<file path="src/rtl/hid_pkg.sv">
// Shared HID key definitions and the key-tracker state encoding used by
// the report consumer and any block that decodes its keycodes.
package hid_pkg;

  localparam logic [7:0] KEY_NONE         = 8'h00;
  localparam logic [7:0] KEY_ERR_ROLLOVER = 8'h01;

  localparam logic [7:0] KEY_A = 8'h04;
  localparam logic [7:0] KEY_D = 8'h07;
  localparam logic [7:0] KEY_S = 8'h16;
  localparam logic [7:0] KEY_W = 8'h1A;

  localparam int NUM_SLOTS = 3;

  typedef enum logic [1:0] {
    RECV   = 2'd0,
    PRUNE  = 2'd1,
    APPEND = 2'd2,
    COMMIT = 2'd3
  } tracker_state_t;

endpackage

</file>
<file path="src/rtl/hid_key_tracker.sv">
// Consumes byte-serial HID boot-keyboard reports and presents up to three
// held keys ordered oldest (keycode0) to newest (keycode2).
//
// Handshake: a byte transfers on a rising Clk edge when rpt_valid && rpt_ready;
// rpt_ready depends only on state (high in RECV), never on rpt_valid.
module hid_key_tracker
  import hid_pkg::*;
#(
  parameter int RPT_BYTES = 8,
  parameter int NUM_KEYS  = RPT_BYTES - 2
) (
  input  logic           Clk,
  input  logic           Reset,
  input  logic [7:0]     rpt_byte,
  input  logic           rpt_valid,
  output logic           rpt_ready,
  output logic [7:0]     keycode0,
  output logic [7:0]     keycode1,
  output logic [7:0]     keycode2,
  output logic [7:0]     modifiers,
  output logic           report_done,
  output logic           rollover_err,
  output tracker_state_t dbg_state
);

  localparam int IW = $clog2(RPT_BYTES);
  localparam int KW = $clog2(NUM_KEYS);
  localparam logic [IW-1:0] LAST_IDX = IW'(RPT_BYTES - 1);
  localparam logic [KW-1:0] LAST_K   = KW'(NUM_KEYS - 1);

  tracker_state_t state_q, state_d;
  logic [IW-1:0]  idx_q, idx_d;
  logic [KW-1:0]  k_q, k_d;
  logic [7:0]     key_buf_q [NUM_KEYS];
  logic [7:0]     key_buf_d [NUM_KEYS];
  logic [7:0]     mod_buf_q, mod_buf_d;
  logic [7:0]     slot_q [NUM_SLOTS];
  logic [7:0]     slot_d [NUM_SLOTS];
  logic [7:0]     kc_q [NUM_SLOTS];
  logic [7:0]     kc_d [NUM_SLOTS];
  logic [7:0]     mod_q, mod_d;
  logic           done_q, done_d;
  logic           roll_q, roll_d;
  logic           roll_pend_q, roll_pend_d;

  logic [7:0]     pruned [NUM_SLOTS];
  logic [7:0]     appended [NUM_SLOTS];
  logic           all_roll;
  logic           key_held;
  logic [7:0]     key_cur;

  assign key_cur = key_buf_q[k_q];

  always_comb begin
    all_roll = 1'b1;
    for (int j = 0; j < NUM_KEYS; j++) begin
      if (key_buf_q[j] != KEY_ERR_ROLLOVER) all_roll = 1'b0;
    end
  end

  // Keep slots whose key is still reported, packed toward slot 0 in order.
  always_comb begin
    int unsigned n;
    logic present;
    n = 0;
    for (int i = 0; i < NUM_SLOTS; i++) pruned[i] = KEY_NONE;
    for (int i = 0; i < NUM_SLOTS; i++) begin
      present = 1'b0;
      for (int j = 0; j < NUM_KEYS; j++) begin
        if (key_buf_q[j] == slot_q[i]) present = 1'b1;
      end
      if (slot_q[i] != KEY_NONE && present) begin
        pruned[n] = slot_q[i];
        n = n + 1;
      end
    end
  end

  // Slots are compact, so the first empty slot is the append position and
  // a full last slot means no room; in that case appended equals slot_q.
  always_comb begin
    logic placed;
    placed   = 1'b0;
    key_held = 1'b0;
    for (int i = 0; i < NUM_SLOTS; i++) begin
      appended[i] = slot_q[i];
      if (slot_q[i] == key_cur) key_held = 1'b1;
    end
    for (int i = 0; i < NUM_SLOTS; i++) begin
      if (!placed && slot_q[i] == KEY_NONE) begin
        appended[i] = key_cur;
        placed      = 1'b1;
      end
    end
  end

  always_comb begin
    state_d     = state_q;
    idx_d       = idx_q;
    k_d         = k_q;
    key_buf_d   = key_buf_q;
    mod_buf_d   = mod_buf_q;
    slot_d      = slot_q;
    kc_d        = kc_q;
    mod_d       = mod_q;
    done_d      = 1'b0;
    roll_d      = roll_q;
    roll_pend_d = roll_pend_q;

    case (state_q)
      RECV: begin
        if (rpt_valid) begin
          if (idx_q == '0) mod_buf_d = rpt_byte;
          else if (idx_q >= IW'(2)) key_buf_d[idx_q - IW'(2)] = rpt_byte;
          idx_d = idx_q + IW'(1);
          if (idx_q == LAST_IDX) state_d = PRUNE;
        end
      end
      PRUNE: begin
        if (all_roll) begin
          roll_pend_d = 1'b1;
          state_d     = COMMIT;
        end else begin
          roll_pend_d = 1'b0;
          slot_d      = pruned;
          k_d         = '0;
          state_d     = APPEND;
        end
      end
      APPEND: begin
        if (key_cur != KEY_NONE && !key_held) slot_d = appended;
        if (k_q == LAST_K) state_d = COMMIT;
        else k_d = k_q + KW'(1);
      end
      COMMIT: begin
        done_d = 1'b1;
        if (roll_pend_q) begin
          roll_d = 1'b1;
        end else begin
          kc_d   = slot_q;
          mod_d  = mod_buf_q;
          roll_d = 1'b0;
        end
        state_d = RECV;
      end
      default: state_d = RECV;
    endcase
  end

  always_ff @(posedge Clk) begin
    if (Reset) begin
      state_q     <= RECV;
      idx_q       <= '0;
      k_q         <= '0;
      mod_buf_q   <= '0;
      mod_q       <= '0;
      done_q      <= 1'b0;
      roll_q      <= 1'b0;
      roll_pend_q <= 1'b0;
      for (int j = 0; j < NUM_KEYS; j++) key_buf_q[j] <= KEY_NONE;
      for (int i = 0; i < NUM_SLOTS; i++) begin
        slot_q[i] <= KEY_NONE;
        kc_q[i]   <= KEY_NONE;
      end
    end else begin
      state_q     <= state_d;
      idx_q       <= idx_d;
      k_q         <= k_d;
      key_buf_q   <= key_buf_d;
      mod_buf_q   <= mod_buf_d;
      slot_q      <= slot_d;
      kc_q        <= kc_d;
      mod_q       <= mod_d;
      done_q      <= done_d;
      roll_q      <= roll_d;
      roll_pend_q <= roll_pend_d;
    end
  end

  assign rpt_ready    = (state_q == RECV);
  assign keycode0     = kc_q[0];
  assign keycode1     = kc_q[1];
  assign keycode2     = kc_q[2];
  assign modifiers    = mod_q;
  assign report_done  = done_q;
  assign rollover_err = roll_q;
  assign dbg_state    = state_q;

endmodule
</file>
<file path="config.mk">
export PLATFORM = sky130hd
export DESIGN_NAME = hid_key_tracker
export DESIGN_NICKNAME = d
export VERILOG_FILES = /design/src/rtl/hid_pkg.sv /design/src/rtl/hid_key_tracker.sv
export SDC_FILE = /design/constraint.sdc
export NUM_CORES = 1
export LEC_CHECK = 0
export CAP_MARGIN = 40
export CORE_UTILIZATION = 40
export DETAILED_ROUTE_END_ITERATION = 10
export PLACE_DENSITY = 0.54
export SETUP_SLACK_MARGIN = 0.4
export SYNTH_ARGS = -nofsm -noshare
export SYNTH_HDL_FRONTEND = slang
export SYNTH_SLANG_ARGS = --single-unit
</file>
<file path="constraint.sdc">
create_clock -name Clk -period 3.7 [get_ports Clk]
set_input_delay 0.74 -clock Clk [delete_from_list [all_inputs] [get_ports Clk]]
set_output_delay 0.74 -clock Clk [all_outputs]
set_load 0.1 [all_outputs]
</file>
==> impl_metrics.ini, run 1 <==
[grt]
grt_antenna_before_repair = 0
overflow = 0
grt_pass1_vias = 7373
grt_usage = 0.2621
grt_pass1_wl_um = 44370
grt_max_degree = 82

[sta]
period_needed_ns = 3.182
period_share = 0.8599
finClkSkew_ns = 0.01396
rsz0062_at_grt = no
max_freq_mhz = 314.3
setup_tns_ns = 0
worst_slew_pin_slew_ns = 0.9231
finalHoldViolCount = 0
maxSlewViolCount = 0
max_slew_margin = 0.3838
finalSetupViolCount = 0

[floorplanning]
initial_core_util = 0.4079
ioPinCount = 48
num_rows = 54
die_h_um = 151.0
die_w_um = 151.0
coreArea_um2 = 21760
die-area_um2 = 22790

[cts]
cts_num_sinks = 123
post_cts_buffers = 0
cts_buffers = 17
h-tree-depth = 4
hold_buffers = 0
cts-resized-gates = 5
clk_latency_ns = 0.43
cts_tree = done
cts.root.buffer_cell = clkbuf_16
clkTransAtPathRegs_ns = 0.07
ctsLongestPathBuffers = 2

[synthesis]
syn-num-nets = 1112
synth_area_um2 = 8875
yosysSeqAreaShare = 0.2775
synth_top_cell_by_area = dfxtp_1
ys_top_cells_by_area = dfxtp_1, xor2_1, mux2i_1
synth_top_area_share = 0.2775
synth_edf_count = 0
yosysWarnings = 0
synth_seq_cells = 123
synth.avg_cell_area_um2 = 8.142
netlist_instances = 1090
ys_types = 67
async_flop_share = 0
synth_ff_type = dfxtp_1

[place]
dp_hpwl_um = 21290
gp_congestion = 0.9683
placed_area_um2 = 10100
port-buffer-count = 47
place_inst = 1364

[drt]
drc = 0
num_vias = 8176
wl_per_cell_um = 21.23
ant_nets = 0
routed_via_density = 5.857
wl_um = 29630
drt_iter0_markers = 679
drtPass1Iterations = 5

[cells_and_area]
utilization = 0.4919
drive_above_1_share = 0.1532
design_area_um2 = 10700
regArea_um2 = 2479
instances_no_fill = 1396
multi_input_area_um2 = 5819
areaGrowthSynthToFinish_pct = 20.60
layout.nets = 1125
fill_cells = 2107
antenna_cells = 0

[worst_hold_path]
min_path_cells = 2
hp-class = reg -> reg

[worst_setup_path]
worstPathRequired_ns = 4.00
crit_fanout = 9
critPathKind = reg -> reg
start_kind = flip-flop
endpoint_kind = flip-flop
cp_slowest_cell = dfxtp_1
crit_chain = xor2_1 > nor4_1 > nand2_1 > nand4_1 > nor2_1 > or2_2 > ha_1 > o211a_1 > and2_1 > o21bai_1 > a311oi_1
cp.arrival_ns = 3.48
r2r_cells = 11
slowest_delay_ns = 0.66

[power]
powerDensity_nw_per_um2 = 459.7
peakVddDrop_v = 0.0002499
p_leak_nw = 4.778

[status]
status = completed

[flow_run]
cap_viol_max_count = 0
## worst max-delay path: cells and delay by family (launching register included)
family	cells	cell delay, ns
flops	1	0.66
compound gates	3	0.72
simple gates	6	1.25
fa+ha+maj	1	0.28
xor+xnor	1	0.13
## cell usage in the layout, fill, tap and decap left out, types with 8 or more instances in the layout
cell type and count:
inv_1 9, nand2b_1 11, nor4_1 40, ha_1 10, nor3b_1 22, nand4_1 20, a32oi_1 8, clkdlybuf4s50_1 45
nand2_1 112, o31ai_1 8, mux2_2 8, o21ba_2 8, a21oi_1 59, a21oi_2 8, o21ai_0 28, o211ai_1 12
xor2_1 121, nor3_1 29, and3b_1 9, xnor2_1 31, buf_4 44, o21a_1 8, nor2_1 73, mux2i_1 85
buf_8 32, clkbuf_16 17, dfxtp_1 114, and2_1 10, o2111ai_1 12
## area by class of cell
type | instances | area share
Clock buffer | 17 | 0.03975
Clock inverter | 15 | 0.01391
Inverter | 10 | 0.003507
Multi-Input combinational cell | 822 | 0.5437
Sequential cell | 123 | 0.2316
Tap cell | 280 | 0.03273
Timing Repair Buffer | 129 | 0.1348
## sequential cells by signal, indices dropped and copies added (netlist names)
| name | flops |
|---|---|
| dbg_state | 2 |
| idx_q | 3 |
| k_q | 3 |
| key_buf_q | 48 |
| keycode0 | 8 |
| keycode1 | 8 |
| keycode2 | 8 |
| mod_buf_q | 8 |
| modifiers | 8 |
| report_done | 1 |
| roll_pend_q | 1 |
| rollover_err | 1 |
| slot_q | 24 |
## through the flow
step,worst slack (ns),power [W],hold slack (ns)
global placement,0.2862,0.003266,0.4389
detailed placement,0.2533,0.003280,0.4461
floorplan,0.4910,0.002755,0.4321
finish,0.5184,0.004920,0.4529
CTS,0.4239,0.004922,0.4546
global route,0.4224,0.005133,0.4718
## path summary, 6_finish.rpt
path,from,end,slack [ns]
setup / recovery,slot_q[9],slot_q[11],0.52
hold / removal,keycode0[0],keycode0[0],0.45
setup reg to reg,slot_q[9],slot_q[11],0.52
hold reg to reg,keycode0[0],keycode0[0],0.45
## logic make-up (layout without fill, tap and decap cells)
| family | Yosys count | in the layout | synth area share |
|---|---|---|---|
| muxes | 99 | 99 | 0.1221 |
| and+or+nand+nor | 371 | 371 | 0.2180 |
| adders and majority gates | 11 | 11 | 0.01551 |
| buffers and inverters | 145 | 171 | 0.06866 |
| DFF | 123 | 123 | 0.2775 |
| AOI/OAI and AO/OA | 189 | 189 | 0.1483 |
| xor gates and xnor gates | 152 | 152 | 0.1500 |
## synth_stat cells, types with 4 or more instances
library cell,number
a21o_1,7
o31ai_1,8
clkbuf_2,7
o21a_1,8
nor3_1,30
buf_2,15
nand2b_1,11
nor2b_1,9
buf_6,5
o211ai_1,12
nand2_1,112
dfxtp_1,123
a32oi_1,8
o21ai_0,28
a21oi_2,8
xnor2_1,31
ha_1,11
nand3_1,7
a21oi_1,59
buf_1,19
o21ba_2,8
nor4_1,40
clkbuf_1,89
mux2i_1,85
nor3b_1,22
nor4b_1,5
mux2_2,8
nand4_1,20
and2_1,10
and3b_1,9
inv_1,9
o2111ai_1,12
mux4_2,4
a22o_1,7
nor2_1,73
xor2_1,121
## per-layer routing
metal  wire, µm  global-route usage  vias up  part of all wire
li1           -                   -     3823                 -
met1      13410              0.3528     3931              0.45
met2      13200              0.4025      340              0.45
met3       1996             0.05241       82             0.067
met4       1032              0.1170        0             0.035
met5          0                   0        -                 0
## report_power, final
part / internal [W] / switching (W)
Sequential: 0.00140 / 0.000229
Clock: 0.000891 / 0.000734
Combinational: 0.000672 / 0.000998
No activity file was read; power rests on OpenSTA's default activity.
==> run 2: changes to the inputs <==
--- a/config.mk
+++ b/config.mk
@@ -8,6 +8,7 @@
 export CAP_MARGIN = 40
 export CORE_UTILIZATION = 40
 export DETAILED_ROUTE_END_ITERATION = 10
+export HOLD_SLACK_MARGIN = 0.05
 export PLACE_DENSITY = 0.54
 export SETUP_SLACK_MARGIN = 0.4
 export SYNTH_ARGS = -nofsm -noshare
==> constraint.sdc (replaced) <==
create_clock -name Clk -period 3.3 [get_ports Clk]
set_input_delay 0.66 -clock Clk [delete_from_list [all_inputs] [get_ports Clk]]
set_output_delay 0.66 -clock Clk [all_outputs]
set_load 0.1 [all_outputs]
==> impl_metrics.ini, run 2 (synthesized netlist as in run 1, its figures left out) <==
[grt]
use_met1 = 0.3802
grt_max_degree = 82
grt_usage = 0.2803
globalRouteMet3Util = 0.05602
globalRoute.busiestLayer = met2
grtUsageMet2 = 0.4225
grt_pass1_vias = 7720
overflow = 0
grt_antenna_before_repair = 0
grt_pass1_wl_um = 46930

[sta]
max_slew_margin = 0.3579
finClkSkew_ns = 0.01944
maxSlewViolCount = 0
rsz0062_at_grt = yes
period_needed_ns = 2.845
max_freq_mhz = 351.5
finalSetupViolCount = 0
worst_slew_pin_slew_ns = 0.9618
finalHoldViolCount = 0
setup_tns_ns = 0
period_share = 0.8621

[floorplanning]
initial_core_util = 0.4079
die_h_um = 151.0
num_rows = 54
die-area_um2 = 22790
coreArea_um2 = 21760
die_w_um = 151.0
ioPinCount = 48

[worst_hold_path]
hp-class = reg -> reg
min_to = keycode0[1]
hp-start = keycode0[1]
min_path_cells = 2

[worst_setup_path]
crit_chain = mux4_2 > a22oi_2 > buf_4 > buf_4 > xnor2_1 > a21oi_1 > nor4b_2 > buf_4 > nor4_4 > buf_4 > o31ai_1 > a21oi_2
rrSetupSlack_ns = 0.45
slowest_delay_ns = 0.54
critPathMostFrequentCell = buf_4
cp_slowest_cell = mux4_2
cp.arrival_ns = 3.15
worstPathRequired_ns = 3.60
critPathLaunch = key_buf_q[25]
endpoint_kind = flip-flop
critPathKind = reg -> reg
rr_endpoint = slot_q[18]
r2r_cells = 12
worstReg2RegStart = key_buf_q[25]
crit_fanout = 8
start_kind = flip-flop

[cells_and_area]
multi_input_area_um2 = 5939
regArea_um2 = 2505
reg_top3 = key_buf_q x48, slot_q x24
mostFrequentLayoutCells = buf_4, xor2_1, nand2_1
utilization = 0.4867
regMostFlops = key_buf_q
areaGrowthSynthToFinish_pct = 19.31
design_area_um2 = 10590
antenna_cells = 0
fill_cells = 2174
largest_register_ffs = 48
instances_no_fill = 1411
drive_above_1_share = 0.2352
layout.nets = 1140
final_common_cell = buf_4

[place]
gp_congestion = 0.9612
placed_area_um2 = 9693
dp_hpwl_um = 22380
port-buffer-count = 47
place_inst = 1366

[cts]
hold_buffers = 0
clkTransAtPathRegs_ns = 0.07
cts_tree = done
clk_latency_ns = 0.44
cts_num_sinks = 123
h-tree-depth = 4
cts.root.buffer_cell = clkbuf_16
ctsLongestPathBuffers = 2
cts_buffers = 17

[flow_run]
cap_viol_max_count = 0

[power]
swShare = 0.3967
total_power_w = 0.005794
seqPwrFrac = 0.316
comb_power_share = 0.354
p_leak_nw = 4.887
p_int_w = 0.003496
peakVddDrop_v = 0.0002954
p_sw_w = 0.002298
p_clk_frac = 0.331
powerDensity_nw_per_um2 = 547.2

[drt]
wl_um = 31250
drc = 0
ant_nets = 0
wl_per_cell_um = 22.15
drt_iter0_markers = 630
routed_via_density = 5.880
num_vias = 8297
drtPass1Iterations = 5

[status]
status = completed
[run 2: changes by cell type in the layout (fill, tap and decap cells not counted), sizes merged, moves of 2 or more]
cell | previous run | this run
clkinvlp | 4 | 2
buf | 83 | 134
inv | 17 | 19
clkdlybuf4s50 | 45 | 9
[run 2: worst max-delay path by stage]
stage,cells after the start,to
CTS,10,slot_q[10]
detailed placement,9,slot_q[17]
floorplan,11,slot_q[10]
global placement,10,slot_q[0]
global route,12,slot_q[22]
finish,12,slot_q[18]
[run 2: final cells by class]
class | count | share of cell area
clock buffers | 17 | 0.04017
clock inverters | 15 | 0.01607
multi-input cells | 822 | 0.5609
well taps | 280 | 0.03309
flip-flops and latches | 123 | 0.2366
inverters | 10 | 0.003545
repair buffers | 144 | 0.1097
[run 2: what timing repair did]
item | in CTS | in global routing
resized for setup | 20 | 44
setup buffers | 1 | 11
cloned | 0 | 1
endpoints found under the setup margin | 24 | 24
pin swaps | 3 | 12
[run 2: routing by layer]
metal,share of wire,vias up
met2,0.44,353
li1,-,3858
met3,0.084,88
met5,0,-
met4,0.042,0
met1,0.43,3998
[run 2: power groups by stage]
stage	registers, W	logic, W	clock network (W)
floorplan	0.00168	0.00142	0
global placement	0.00184	0.00188	0
detailed placement	0.00184	0.00190	0
CTS	0.00182	0.00193	0.00195
global route	0.00184	0.00221	0.00201
finish	0.00183	0.00205	0.00192
[run 2: worst max-delay path, delay by kind of cell (launching register included)]
| kind | cells | cell delay (ns) |
|---|---|---|
| AOI/OAI and AO/OA | 4 | 0.73 |
| xor gates and xnor gates | 1 | 0.05 |
| buffers and inverters | 4 | 0.64 |
| DFF | 1 | 0.43 |
| muxes | 1 | 0.54 |
| and+or+nand+nor | 2 | 0.31 |
[run 2: metrics by stage]
step / setup slack [ns] / hold WS [ns]
after floorplan: 0.4077 / 0.4321
after CTS: 0.4166 / 0.4557
final: 0.4549 / 0.4527
after detailed placement: 0.1060 / 0.4474
after global placement: 0.1364 / 0.4446
after global routing: 0.3133 / 0.4744
